[src/rtl/seq_divider.sv]
// Radix-2 restoring sequential unsigned divider, one quotient bit per cycle.
// Optional round-half-up stage enabled with `define SEQ_DIVIDER_ROUND_EN.
module seq_divider #(
    parameter int WIDTH = 16
) (
    input  logic             clk,
    input  logic             rst,
    input  logic             start,
    input  logic [WIDTH-1:0] dividend,
    input  logic [WIDTH-1:0] divisor,
    output logic [WIDTH-1:0] quotient,
    output logic [WIDTH-1:0] remainder,
    output logic             busy,
    output logic             ready,
    output logic             div_by_zero
);

    localparam int CW = $clog2(WIDTH) + 1;
    localparam logic [CW-1:0] CNT_ONE  = CW'(1);
    localparam logic [CW-1:0] CNT_LAST = CW'(WIDTH - 1);
`ifdef SEQ_DIVIDER_ROUND_EN
    localparam logic [WIDTH-1:0] Q_ONE = WIDTH'(1);
`endif

    typedef enum logic [1:0] {
        S_IDLE  = 2'b00,
        S_RUN   = 2'b01
`ifdef SEQ_DIVIDER_ROUND_EN
        , S_ROUND = 2'b10
`endif
    } state_t;

    state_t           state_q, state_d;
    logic [WIDTH-1:0] shift_q, shift_d;
    logic [WIDTH-1:0] rem_q, rem_d;
    logic [WIDTH-1:0] divisor_q, divisor_d;
    logic [WIDTH-1:0] dividend_q, dividend_d;
    logic [CW-1:0]    cnt_q, cnt_d;
    logic [WIDTH-1:0] quotient_q, quotient_d;
    logic [WIDTH-1:0] remainder_q, remainder_d;
    logic             busy_q, busy_d;
    logic             ready_q, ready_d;
    logic             dbz_q, dbz_d;

    logic [WIDTH:0]   rem_shift_s;
    logic [WIDTH:0]   trial_s;
    logic             borrow_s;
    logic [WIDTH-1:0] rem_step_s;
    logic [WIDTH-1:0] q_step_s;
    logic             dz_s;

    // Trial subtraction is one bit wider than the operands so bit WIDTH is the borrow.
    assign rem_shift_s = {rem_q, shift_q[WIDTH-1]};
    assign trial_s     = rem_shift_s - {1'b0, divisor_q};
    assign borrow_s    = trial_s[WIDTH];
    assign rem_step_s  = borrow_s ? rem_shift_s[WIDTH-1:0] : trial_s[WIDTH-1:0];
    assign q_step_s    = {shift_q[WIDTH-2:0], ~borrow_s};
    assign dz_s        = (divisor_q == {WIDTH{1'b0}});

`ifdef SEQ_DIVIDER_ROUND_EN
    logic             round_up_s;
    logic [WIDTH-1:0] q_inc_s;

    assign round_up_s = ({rem_q, 1'b0} >= {1'b0, divisor_q});
    assign q_inc_s    = (&shift_q) ? shift_q : (shift_q + Q_ONE);
`endif

    // Next-state and datapath control.
    always_comb begin
        state_d     = state_q;
        shift_d     = shift_q;
        rem_d       = rem_q;
        divisor_d   = divisor_q;
        dividend_d  = dividend_q;
        cnt_d       = cnt_q;
        quotient_d  = quotient_q;
        remainder_d = remainder_q;
        busy_d      = busy_q;
        ready_d     = ready_q;
        dbz_d       = dbz_q;

        case (state_q)
            S_IDLE: begin
                if (start) begin
                    state_d    = S_RUN;
                    shift_d    = dividend;
                    dividend_d = dividend;
                    divisor_d  = divisor;
                    rem_d      = {WIDTH{1'b0}};
                    cnt_d      = {CW{1'b0}};
                    busy_d     = 1'b1;
                    ready_d    = 1'b0;
                    dbz_d      = 1'b0;
                end else begin
                    busy_d = 1'b0;
                end
            end
            S_RUN: begin
                shift_d = q_step_s;
                rem_d   = rem_step_s;
                cnt_d   = cnt_q + CNT_ONE;
                if (cnt_q == CNT_LAST) begin
`ifdef SEQ_DIVIDER_ROUND_EN
                    state_d = S_ROUND;
`else
                    state_d     = S_IDLE;
                    busy_d      = 1'b0;
                    ready_d     = 1'b1;
                    dbz_d       = dz_s;
                    quotient_d  = dz_s ? {WIDTH{1'b1}} : q_step_s;
                    remainder_d = dz_s ? dividend_q : rem_step_s;
`endif
                end else begin
                    state_d = S_RUN;
                end
            end
`ifdef SEQ_DIVIDER_ROUND_EN
            S_ROUND: begin
                state_d = S_IDLE;
                busy_d  = 1'b0;
                ready_d = 1'b1;
                dbz_d   = dz_s;
                if (dz_s) begin
                    quotient_d  = {WIDTH{1'b1}};
                    remainder_d = dividend_q;
                end else if (round_up_s) begin
                    quotient_d  = q_inc_s;
                    remainder_d = rem_q - divisor_q;
                end else begin
                    quotient_d  = shift_q;
                    remainder_d = rem_q;
                end
            end
`endif
            default: begin
                state_d = S_IDLE;
                busy_d  = 1'b0;
            end
        endcase
    end

    // State and datapath registers with synchronous reset.
    always_ff @(posedge clk) begin
        if (rst) begin
            state_q     <= S_IDLE;
            shift_q     <= {WIDTH{1'b0}};
            rem_q       <= {WIDTH{1'b0}};
            divisor_q   <= {WIDTH{1'b0}};
            dividend_q  <= {WIDTH{1'b0}};
            cnt_q       <= {CW{1'b0}};
            quotient_q  <= {WIDTH{1'b0}};
            remainder_q <= {WIDTH{1'b0}};
            busy_q      <= 1'b0;
            ready_q     <= 1'b0;
            dbz_q       <= 1'b0;
        end else begin
            state_q     <= state_d;
            shift_q     <= shift_d;
            rem_q       <= rem_d;
            divisor_q   <= divisor_d;
            dividend_q  <= dividend_d;
            cnt_q       <= cnt_d;
            quotient_q  <= quotient_d;
            remainder_q <= remainder_d;
            busy_q      <= busy_d;
            ready_q     <= ready_d;
            dbz_q       <= dbz_d;
        end
    end

    assign quotient    = quotient_q;
    assign remainder   = remainder_q;
    assign busy        = busy_q;
    assign ready       = ready_q;
    assign div_by_zero = dbz_q;

endmodule
[config.mk]
export PLATFORM = sky130hd
export DESIGN_NAME = seq_divider
export DESIGN_NICKNAME = d
export VERILOG_FILES = /design/src/rtl/seq_divider.sv
export SDC_FILE = /design/constraint.sdc
export NUM_CORES = 1
export LEC_CHECK = 0
export ABC_AREA = 1
export BUFFER_PORTS_ARGS = -buffer_cell sky130_fd_sc_hd__buf_4
export CAP_MARGIN = 20
export CELL_PAD_IN_SITES_DETAIL_PLACEMENT = 1
export CELL_PAD_IN_SITES_GLOBAL_PLACEMENT = 2
export CORE_ASPECT_RATIO = 0.75
export CORE_MARGIN = 2
export CORE_UTILIZATION = 29
export DETAILED_ROUTE_END_ITERATION = 8
export PLACE_DENSITY_LB_ADDON = 0.1
export SLEW_MARGIN = 20
export SYNTH_ARGS = -nofsm -noshare
export SYNTH_HDL_FRONTEND = slang
export SYNTH_SLANG_ARGS = --single-unit
[constraint.sdc]
create_clock -name clk -period 2.2 [get_ports clk]
set_input_delay 0.11 -clock clk [delete_from_list [all_inputs] [get_ports clk]]
set_output_delay 0.11 -clock clk [all_outputs]
set_load 0.03 [all_outputs]
# Word level (Yosys, flattened, before mapping)
# Index checks and enable logic that the tools add are counted.
word_totals:
  inputBits: 35
  word_cells: 45
  regBits: 106
classes:
  bitwise_logic: 1
  addsub: 2
  n_mux: 20
  eq_ne: 4
  reduce_logical: 7
op_table:
  columns: ["cell", "count"]
  rows:
  - ["2-to-1 mux 16 bit", 5]
  - ["one-hot mux 16 bit (2 select lines)", 2]
  - ["subtractor 17 x 16 -> 17 bit", 1]
  - ["logical NOT 16 bit", 1]
  - ["one-hot mux 5 bit (2 select lines)", 1]
  - ["2-to-1 mux 1 bit", 6]
  - ["one-hot mux 1 bit (2 select lines)", 3]
  - ["AND reduction 2 bit", 3]
  - ["adder 5 x 1 -> 5 bit (second input constant)", 1]
  - ["equality test 5 x 4 -> 1 bit (second input constant)", 1]
  - ["2-to-1 mux 5 bit", 1]
  - ["!= test 2 bit (second input constant)", 2]
  - ["one-hot mux 2 bit (2 select lines)", 1]
  - ["AND reduction 3 bit", 1]
  - ["equality test 2 x 1 -> 1 bit (second input constant)", 1]
  - ["logical NOT 2 bit", 1]
  - ["2-to-1 mux 2 bit", 1]
  - ["nonzero test 2 bit", 1]
  - ["inverter 1 bit", 1]

# Longest topological paths before layout
# Gate-level depths: netlist (run 1).
logic_depth:
  word_depth: 3
  mapped_depth: 16
  ltp_nobuf: 16

# Least setup slack after synthesis (run 1)
# No wires, ideal clock.
synth_timing:
  path_type: "register to register"
  start: "reg shift_q[15]"
  end: "reg rem_q[8]"
  n_path_buf: 1
  stages_incl_launch_ff: 17
  arrival_time_ps: 1960
  setup_time_ps: 131
  slack_ps: 109
  path_cell_list: "dfxtp_1 > inv_1 > ha_1 > fa_1 > inv_1 > nand2_1 > nand2_1 > nand3_1 > nand2_2 > nand2_2 > nand2_4 > nand2_8 > nand2_8 > buf_12 > nand2_4 > nand3_1 > a21oi_2"
synth_between:
  elab_chain_len: 3
synth_rtl:
  columns: ["item", "line_no", "rtl"]
  rows:
  - ["start: declaration", "34", "logic [WIDTH-1:0] shift_q, shift_d;"]
  - ["start signal: assignment", "146", "shift_q <= {WIDTH{1'b0}};"]
  - ["start signal: assignment", "158", "shift_q <= shift_d;"]
  - ["subtractor 17 x 16 -> 17 bit", "54", "assign trial_s = rem_shift_s - {1'b0, divisor_q};"]
  - ["2-to-1 mux 16 bit", "56", "assign rem_step_s = borrow_s ? rem_shift_s[WIDTH-1:0] : trial_s[WIDTH-1:0];"]
  - ["one-hot mux 16 bit (2 select lines)", "82", "case (state_q)"]
  - ["end signal: assignment", "147", "rem_q <= {WIDTH{1'b0}};"]
  - ["end signal: assignment", "159", "rem_q <= rem_d;"]
  - ["end: declaration", "35", "logic [WIDTH-1:0] rem_q, rem_d;"]
# Every way passes these cells.
# A chain may end at the register's enable or synchronous reset.

# Worst setup path after layout (run 1)
layout_timing:
  start: "reg divisor_q[13]"
  end: "reg remainder_q[13], in the netlist remainder[13]"
layout_between:
  elab_chain_len: 3
  word_cells_on_any_way: 4
layout_rtl:
  columns: ["item", "line_no", "rtl"]
  rows:
  - ["start: declaration", "36", "logic [WIDTH-1:0] divisor_q, divisor_d;"]
  - ["start signal: assignment", "148", "divisor_q <= {WIDTH{1'b0}};"]
  - ["start signal: assignment", "160", "divisor_q <= divisor_d;"]
  - ["subtractor 17 x 16 -> 17 bit", "54", null]
  - ["2-to-1 mux 16 bit", "56", null]
  - ["2-to-1 mux 16 bit *", "111", "remainder_d = dz_s ? dividend_q : rem_step_s;"]
  - ["end signal: assignment", "152", "remainder_q <= {WIDTH{1'b0}};"]
  - ["end signal: assignment", "164", "remainder_q <= remainder_d;"]
  - ["end: declaration", "40", "logic [WIDTH-1:0] remainder_q, remainder_d;"]
# Every way passes the cells marked *; elsewhere a longest branch is shown, timed or not.

==> run summary, run 1 <==
======================================================================================
DR iter-0 viols .........................................................          200
Required time worst endpoint ............................................      2490 ps
Max-cap check violation count ...........................................            0
Routability-driven placement congestion ratio ...........................        0.774
Clock Sinks .............................................................          105
TritonCTS clock tree ....................................................        built
FMAX ....................................................................    0.481 GHz
Antenna Diode Count .....................................................            0
Fraction of the yosys area taken by sequential cells ....................        0.393
Slew at the pin with the worst max-slew slack ...........................       578 ps
Total number of vias ....................................................        5,089
Setup tns final .........................................................         0 ps
Crit path buf inv count .................................................            2
Critical path's top delay family ........................................ simple AND/OR/NAND/NOR gates
Final number of max-transition violations ...............................            0
Post-synthesis cell area ................................................    5350 um^2
Number of flops mapped to enable cells by yosys .........................            0
Routed wire length ......................................................    17,700 um
Cell area after placement ...............................................    6200 um^2
Setup repair after global routing missed its margin .....................         true
Tightest hold margin ....................................................      25.2 ps
Post-route clock skew ...................................................      10.9 ps
Global-route total usage across every layer .............................        0.184
Kind of start point of the critical path ................................    flip-flop
Worst relative slew slack ...............................................        0.614
Wire length of the first global-routing pass ............................    28,100 um
Placeable Area ..........................................................  17,900 um^2
Chip width ..............................................................       161 um
Largest net degree at the start of global routing .......................           48
Die area ................................................................  19,500 um^2
Fraction of synthesis flops using an asynchronous set or reset pin ......            0
Area growth from synthesis to layout ....................................        25.8%
Nets@finish .............................................................          886
Max incr delay on CP ....................................................       390 ps
Mean cell area of the mapped netlist ....................................    7.09 um^2
Total design power ......................................................      10.5 mW
Clock Latency Late Sink .................................................       360 ps
Total setup violations reported at the end of the flow ..................            0
Min Tclk post-route .....................................................      2080 ps
CP Class ................................................................      reg2reg
Most used flip-flop cell after synthesis ................................ sky130_fd_sc_hd__dfxtp_1
IR Drop Worst-Case VDD ..................................................     0.782 mV
Total grt overflow ......................................................            0
Proportion of layout cells with a drive suffix above 1 ..................        0.216
Port Buf Inserts ........................................................           69
Clock slew seen by the registers of the worst setup and hold paths ......        80 ps
Final routed DRC violation total ........................................            0
Final non-filler cell area ..............................................    6730 um^2
Cell count after synthesis ..............................................          754
Total of flip-flops plus latches after synthesis ........................          105
Maximum number of buffers from clock root to sink .......................            2
Clock tree root driver cell ............................................. sky130_fd_sc_hd__clkbuf_16
Cells along the critical path ........................................... inv_1 -> ha_2 -> nand2_2 -> nor2_4 -> and3_1 -> nand2_4 -> nand2_4 -> nand2_8 -> nand2_8 -> buf_6 -> nand2_2 -> nand2_2 -> nand2_2 -> a21oi_1
Post-route ant nets .....................................................            0
Drt via density .........................................................         4.72
Via count of the first global-routing pass ..............................        5,321
Number of levels the H-tree was split into ..............................            3
Site Rows ...............................................................           42
Final hold violation count ..............................................            0
Power per unit of standard cell area .................................... 1560 nW/um^2
Run status .............................................................. finished clean
Post-DP HPWL ............................................................    13,000 um
Effective utilization at floorplan ......................................        0.299
Number of top-level pins ................................................           70
Number of filler instances in the final layout ..........................        2,244
Maximum fanout encountered on the critical timing path ..................            6
Num CTS Buffers .........................................................            9
Final cell utilization of the core ......................................        0.376
Count of different cell masters after synthesis .........................           41
Worst min path class ....................................................       in2reg
Synthesized net count ...................................................          808
Library cell contributing the largest single delay on the critical path . sky130_fd_sc_hd__ha_2
Wirelength per Cell .....................................................      16.4 um
Vertical extent of the die ..............................................       122 um
Pre-Repair DR Iteration Count ...........................................            4
Number of antenna violations at the first check in global routing .......            0
Arrival @ worst endpoint ................................................      2360 ps
Period Utilization, post-route ..........................................        0.945
Capturing element type of the critical path .............................    flip-flop
Most frequent CP cell ................................................... sky130_fd_sc_hd__nand2_2
Leakage .................................................................      3.18 nW
Yosys warning total .....................................................            0
======================================================================================
per-layer routing:
metal,GRT usage,wire [um],up-vias
met1,0.252,8940,2435
met5,0,0,-
li1,-,-,2569
met4,0.0407,171,0
met2,0.304,8040,73
met3,0.0334,528,12
area by class of cell:
cell class / count / area (um^2) / area share
clock buffer: 10 / 229 / 0.0340
tap: 242 / 303 / 0.0450
clock inverter: 6 / 51.3 / 0.00763
inverter: 115 / 432 / 0.0642
timing repair buffer: 101 / 823 / 0.122
multi-input combinational: 500 / 2780 / 0.413
sequential: 105 / 2110 / 0.313
synth_stat cells, types with 2 or more instances:
library cell               instances  share of area
sky130_fd_sc_hd__and2_1            3         0.0035
sky130_fd_sc_hd__nand2_4           9          0.019
sky130_fd_sc_hd__clkbuf_1         26          0.018
sky130_fd_sc_hd__nand3b_1          8          0.011
sky130_fd_sc_hd__nand2_1         192           0.13
sky130_fd_sc_hd__dfxtp_1         105           0.39
sky130_fd_sc_hd__a21oi_2           2         0.0033
sky130_fd_sc_hd__nand4_1           5         0.0059
sky130_fd_sc_hd__inv_1           115          0.081
sky130_fd_sc_hd__nand2_2           7         0.0082
sky130_fd_sc_hd__nor2_1           35          0.025
sky130_fd_sc_hd__nand3_1          46          0.043
sky130_fd_sc_hd__clkbuf_4          2         0.0028
sky130_fd_sc_hd__o21ai_0          46          0.043
sky130_fd_sc_hd__o221ai_1          2         0.0033
sky130_fd_sc_hd__buf_1             2         0.0014
sky130_fd_sc_hd__a22oi_1          16          0.022
sky130_fd_sc_hd__nor4_1            2         0.0023
sky130_fd_sc_hd__xor2_1            4         0.0066
sky130_fd_sc_hd__nand2_8           2         0.0075
sky130_fd_sc_hd__nand3b_2          3         0.0063
sky130_fd_sc_hd__a21oi_1          84          0.079
sky130_fd_sc_hd__ha_1             18          0.042
sky130_fd_sc_hd__xnor2_1           3         0.0049
what timing repair did:
action	CTS	global route
gates resized for setup	7	36
pin swaps	3	11
gates cloned	1	0
endpoints found under the setup margin	32	34
buffers inserted	5	2
hold buffers	0	0
final timing paths:
path                 start            end  slack (ps)  cells past startpoint
max reg2reg  divisor_q[13]  remainder[13]         120                     14
max          divisor_q[13]  remainder[13]         120                     14
min reg2reg           busy           busy         470                      1
min             divisor[0]   divisor_q[0]          30                      3
kinds of logic (layout without fill, tap and decap cells):
kind of cell | Yosys count | count (layout) | synth area share
fa+ha+maj | 19 | 19 | 0.0459
simple gates | 317 | 317 | 0.275
buf+inv | 149 | 232 | 0.112
xor+xnor | 7 | 7 | 0.0115
compound gates | 157 | 157 | 0.162
flops | 105 | 105 | 0.393
worst min-delay path: stages:
cell	delay (ps)
sky130_fd_sc_hd__buf_4	70
sky130_fd_sc_hd__o21ai_0	70
sky130_fd_sc_hd__a21oi_1	100
per-stage QoR:
step | cells | setup slack (ps)
4_1_cts | 1077 | 18.8
2_1_floorplan | 754 | 109
5_1_grt | 1079 | -32.2
3_5_place_dp | 1055 | -56.0
6_report | 1079 | 121
3_3_place_gp | 1055 | 35.7
placed cells by master (no fill, tap or decap), types with 4 or more instances in the layout:
cell type                   count
sky130_fd_sc_hd__a21oi_1       77
sky130_fd_sc_hd__a21oi_2        9
sky130_fd_sc_hd__a22oi_1       16
sky130_fd_sc_hd__buf_4         95
sky130_fd_sc_hd__clkbuf_16      9
sky130_fd_sc_hd__dfxtp_1      101
sky130_fd_sc_hd__dfxtp_2        4
sky130_fd_sc_hd__ha_1          11
sky130_fd_sc_hd__ha_2           4
sky130_fd_sc_hd__inv_1        113
sky130_fd_sc_hd__nand2_1      182
sky130_fd_sc_hd__nand2_2       16
sky130_fd_sc_hd__nand2_4       10
sky130_fd_sc_hd__nand3_1       40
sky130_fd_sc_hd__nand3_2        6
sky130_fd_sc_hd__nand3b_1       8
sky130_fd_sc_hd__nand4_1        5
sky130_fd_sc_hd__nor2_1        35
sky130_fd_sc_hd__o21ai_0       46
sky130_fd_sc_hd__xor2_1         4
where the power goes:
group	switching [mW]	internal, mW
registers	0.189	2.11
clock network	0.805	0.786
logic	3.99	2.60
total	4.99	5.49
sequential cells by signal, indices dropped and copies added (netlist names):
name and flops:
divisor_q 16, div_by_zero 1, state_q 1, shift_q 16, rem_q 16, ready 1, quotient 16, remainder 16
cnt_q 5, dividend_q 16, busy 1
No activity file was read; power rests on OpenSTA's default activity.
==> run 2, diff against run 1 <==
Settings changed: ABC_AREA 1 to not set, CORE_UTILIZATION 29 to 31.
==> run 2 against run 1 <==
  * The run now ends with setup timing left
  * Routed wire length fell by 1.8%
  * Worst setup slack got worse by 310 ps
  * Flip-flop and latch count did not move
  * Synthesized cell count fell by 15%
  * Hold slack got worse by 12 ps
  * Register-to-register slack got worse by 310 ps
  * Sequential share of layout area fell by 2.3 points
  * Combinational power fell by 13%
  * Global-route usage rose by 1.3 points
==> run summary, run 2 <==
=================================================================================
Run status ......................................................... finished, violations left
Failing checks ..................................................... setup timing
IR Drop Worst-Case VDD .............................................      1.02 mV   +30%
Reg2reg path depth .................................................           12   -2
Chip width .........................................................       153 um   -4.9%
FMAX ...............................................................    0.419 GHz   -13%
Sequential cell area ...............................................    2110 um^2   +0.12%
Pint ...............................................................      5.72 mW   +4.2%
Hold worst-path end ................................................ dividend_q[14]
Proportion of layout cells with a drive suffix above 1 .............        0.323   +0.106
Number of filler instances in the final layout .....................        1,904   -15%
Most instantiated library cell after synthesis ..................... sky130_fd_sc_hd__dfxtp_1
Antenna Diode Count ................................................            0   unchanged
Mean cell area of the mapped netlist ...............................    8.05 um^2   +14%
Nets@finish ........................................................          833   -6.0%
Top-area cell type share of the netlist area .......................        0.408   +0.0149
Port Buf Inserts ...................................................           69   unchanged
Period Utilization, post-route .....................................         1.09   +0.141
Placeable Area .....................................................  16,100 um^2   -9.8%
Number of top-level pins ...........................................           70   unchanged
Terminus of the critical flop-to-flop path .........................     rem_q[0]
Combinational share of power .......................................        0.609   -0.020
Pre-Repair DR Iteration Count ......................................            4   unchanged
Sequential Power Share .............................................        0.229   +0.010
Cell area after placement ..........................................    6480 um^2   +4.5%
Drt via density ....................................................         5.04   +6.9%
Min Tclk post-route ................................................      2390 ps   +309 ps
Clock tree root driver cell ........................................ sky130_fd_sc_hd__clkbuf_16
Final non-filler cell area .........................................    7270 um^2   +8.0%
Internal reg-to-reg setup slack ....................................      -190 ps   -310 ps
Worst min path class ...............................................       in2reg
Final number of max-transition violations ..........................            0   unchanged
Global route hottest layer .........................................         met2
Arrival @ worst endpoint ...........................................      2590 ps   +230 ps
Number of antenna violations at the first check in global routing ..            0   unchanged
Cell count after synthesis .........................................          640   -15%
Maximum fanout encountered on the critical timing path .............            4   -2
Pre-CTS setup slack ................................................      -325 ps   -269 ps
CP Class ...........................................................      reg2reg
Area growth from synthesis to layout ...............................        41.1%
Multi-input logic area .............................................    3170 um^2   +14%
Slew at the pin with the worst max-slew slack ......................       698 ps   +120 ps
Top cells by count, synth .......................................... sky130_fd_sc_hd__dfxtp_1 (105), sky130_fd_sc_hd__nand2_1 (95), sky130_fd_sc_hd__nor2_1 (84), sky130_fd_sc_hd__a21oi_1 (71), sky130_fd_sc_hd__clkbuf_1 (27)
Clock Sinks ........................................................          105   unchanged
Maximum number of buffers from clock root to sink ..................            2   unchanged
Switching power total ..............................................      3.73 mW   -25%
Post-DP HPWL .......................................................    13,200 um   +1.3%
Number of levels the H-tree was split into .........................            3   unchanged
Clock slew seen by the registers of the worst setup and hold paths .        70 ps   about the same
Area leader, netlist ............................................... sky130_fd_sc_hd__dfxtp_1
DR iter-0 viols ....................................................          192   -4.0%
Via count of the first global-routing pass .........................        5,203   -2.2%
TritonCTS clock tree ...............................................        built
Post-route clock skew ..............................................      5.52 ps   -5.36 ps
Kind of start point of the critical path ...........................    flip-flop
Reg-to-reg critical path startpoint ................................  shift_q[15]
Power per unit of standard cell area ............................... 1300 nW/um^2   -16%
Effective utilization at floorplan .................................        0.320   +0.0204
Die area ...........................................................  17,700 um^2   -9.6%
Post-route ant nets ................................................            0   unchanged
Worst relative slew slack ..........................................        0.535   -0.0796
Total of flip-flops plus latches after synthesis ...................          105   unchanged
Required time worst endpoint .......................................      2400 ps   -90 ps
Clock Latency Late Sink ............................................       350 ps   about the same
Total setup violations reported at the end of the flow .............           34   +34
Count of different cell masters after synthesis ....................           65   +59%
Routability-driven placement congestion ratio ......................        0.827   +6.8%
Fraction of the yosys area taken by sequential cells ...............        0.408   +0.0149
Vertical extent of the die .........................................       116 um   -4.9%
Total number of vias ...............................................        5,010   -1.6%
Global Route met1 Usage ............................................        0.281   +0.0287
Leading cell type in the layout, fill and taps excluded ............ sky130_fd_sc_hd__buf_4
M3 GR Usage ........................................................       0.0404   +0.00702
Fraction of synthesis flops using an asynchronous set or reset pin .            0   unchanged
Num CTS Buffers ....................................................            9   unchanged
Synthesized net count ..............................................          694   -14%
Site Rows ..........................................................           40   -4.8%
Leakage ............................................................      2.97 nW   -6.7%
Yosys warning total ................................................            0   unchanged
Wire length of the first global-routing pass .......................    27,300 um   -2.7%
Highest-count cells in the layout ignoring fill and taps ........... sky130_fd_sc_hd__buf_4 (161), sky130_fd_sc_hd__dfxtp_1 (99), sky130_fd_sc_hd__nand2_1 (94), sky130_fd_sc_hd__nor2_1 (83), sky130_fd_sc_hd__a21oi_1 (64)
Wirelength per Cell ................................................      17.5 um   +6.5%
Final hold violation count .........................................            0   unchanged
Switching Fraction .................................................        0.395   -0.0812
Clock network power share ..........................................        0.162   +0.010
Post-synthesis cell area ...........................................    5150 um^2   -3.7%
Met2 Track Usage GR ................................................        0.311   +0.00760
Leading cell types by total area after synthesis ................... sky130_fd_sc_hd__dfxtp_1 (41%), sky130_fd_sc_hd__nand2_1 (6.9%), sky130_fd_sc_hd__a21oi_1 (6.9%)
Global-route total usage across every layer ........................        0.197   +0.0134
Total grt overflow .................................................            0   unchanged
Most used flip-flop cell after synthesis ........................... sky130_fd_sc_hd__dfxtp_1
Setup repair after global routing missed its margin ................         true
Final routed DRC violation total ...................................            0   unchanged
Worst Hold Path Cells ..............................................            3   unchanged
Largest net degree at the start of global routing ..................           55   +15%
Number of flops mapped to enable cells by yosys ....................            0   unchanged
Hold wc startpoint ................................................. dividend[14]
Routed wire length .................................................    17,400 um   -1.8%
Capturing element type of the critical path ........................    flip-flop
Max-cap check violation count ......................................            0   unchanged
Worst setup margin .................................................      -188 ps   -309 ps
=================================================================================
## run 2: changes by cell type after synthesis, moves of 15 or more
cell	before	now
sky130_fd_sc_hd__nand2_1	192	95
sky130_fd_sc_hd__o21ai_0	46	23
sky130_fd_sc_hd__nor2_1	35	84
sky130_fd_sc_hd__mux2i_1	0	24
sky130_fd_sc_hd__o22ai_1	0	15
sky130_fd_sc_hd__nor3_1	1	26
sky130_fd_sc_hd__inv_1	115	22
sky130_fd_sc_hd__nand3_1	46	2
## run 2: cell families (layout without fill, tap and decap cells)
group	Yosys count	after routing	share of synthesized area
muxes	24	24	0.0466
adders and majority gates	19	19	0.0476
DFF	105	105	0.408
buffers and inverters	67	211	0.0583
AOI/OAI and AO/OA	165	165	0.204
and+or+nand+nor	249	249	0.216
xor gates and xnor gates	11	11	0.0187
## run 2: stage by stage
| step | instances | hold WS (ps) | power [mW] | util | setup TNS, ps |
|---|---|---|---|---|---|
| final | 994 | 13.2 | 9.45 | 0.451 | -3890 |
| after global routing | 994 | 15.2 | 10.0 | 0.451 | -7740 |
| after CTS | 990 | 3.26 | 8.71 | 0.437 | -4970 |
| after detailed placement | 968 | 371 | 6.33 | 0.402 | -7340 |
| after global placement | 968 | 358 | 6.25 | 0.402 | -5440 |
| after floorplan | 640 | 238 | 4.76 | - | -734 |
## run 2: routing by layer
layer	share of wire	vias up
met3	0.032	11
met2	0.44	73
li1	-	2491
met1	0.52	2435
met4	0.010	0
met5	0	-
## run 2: power by group through the flow
stage | clock network (mW) | logic (mW) | registers (mW)
detailed placement | 0 | 4.15 | 2.19
floorplan | 0 | 2.61 | 2.16
finish | 1.53 | 5.75 | 2.17
global placement | 0 | 4.06 | 2.19
global route | 1.66 | 6.15 | 2.19
CTS | 1.58 | 4.98 | 2.16
## run 2: worst max-delay path by stage
stage	from	cells past startpoint	slack [ps]	to
2_1_floorplan	shift_q[15]	11	-50	remainder[0]
3_3_place_gp	shift_q[15]	10	-260	rem_q[15]
3_5_place_dp	shift_q[15]	10	-320	rem_q[15]
4_1_cts	shift_q[15]	11	-200	remainder[9]
5_1_grt	shift_q[15]	10	-310	rem_q[15]
6_report	shift_q[15]	12	-190	rem_q[0]
## run 2: area by class of cell
class | count | share of cell area
Clock inverter | 5 | 0.00431
Clock buffer | 11 | 0.0334
Timing Repair Buffer | 173 | 0.188
Sequential cell | 105 | 0.290
Multi-Input combinational cell | 468 | 0.437
Tap cell | 210 | 0.0362
Inverter | 22 | 0.0114
## run 2: timing repair
| action | 4_1_cts | 5_1_grt |
|---|---|---|
| pin swaps | 13 | 20 |
| gates resized for setup | 40 | 39 |
| hold buffers | 5 | 0 |
| setup endpoints to repair | 34 | 34 |
| endpoints found under the hold margin | 5 | 0 |
| setup buffers | 2 | 5 |
## run 2: critical path, stage by stage (launching register included)
cell	delay, ps
sky130_fd_sc_hd__dfxtp_2	330
sky130_fd_sc_hd__inv_2	60
sky130_fd_sc_hd__ha_4	130
sky130_fd_sc_hd__fa_2	220
sky130_fd_sc_hd__nor2b_4	50
sky130_fd_sc_hd__o31a_4	300
sky130_fd_sc_hd__o211ai_4	210
sky130_fd_sc_hd__nor3b_4	380
sky130_fd_sc_hd__buf_4	180
sky130_fd_sc_hd__buf_6	110
sky130_fd_sc_hd__nor3_1	50
sky130_fd_sc_hd__a21oi_2	130
sky130_fd_sc_hd__o21ai_1	90
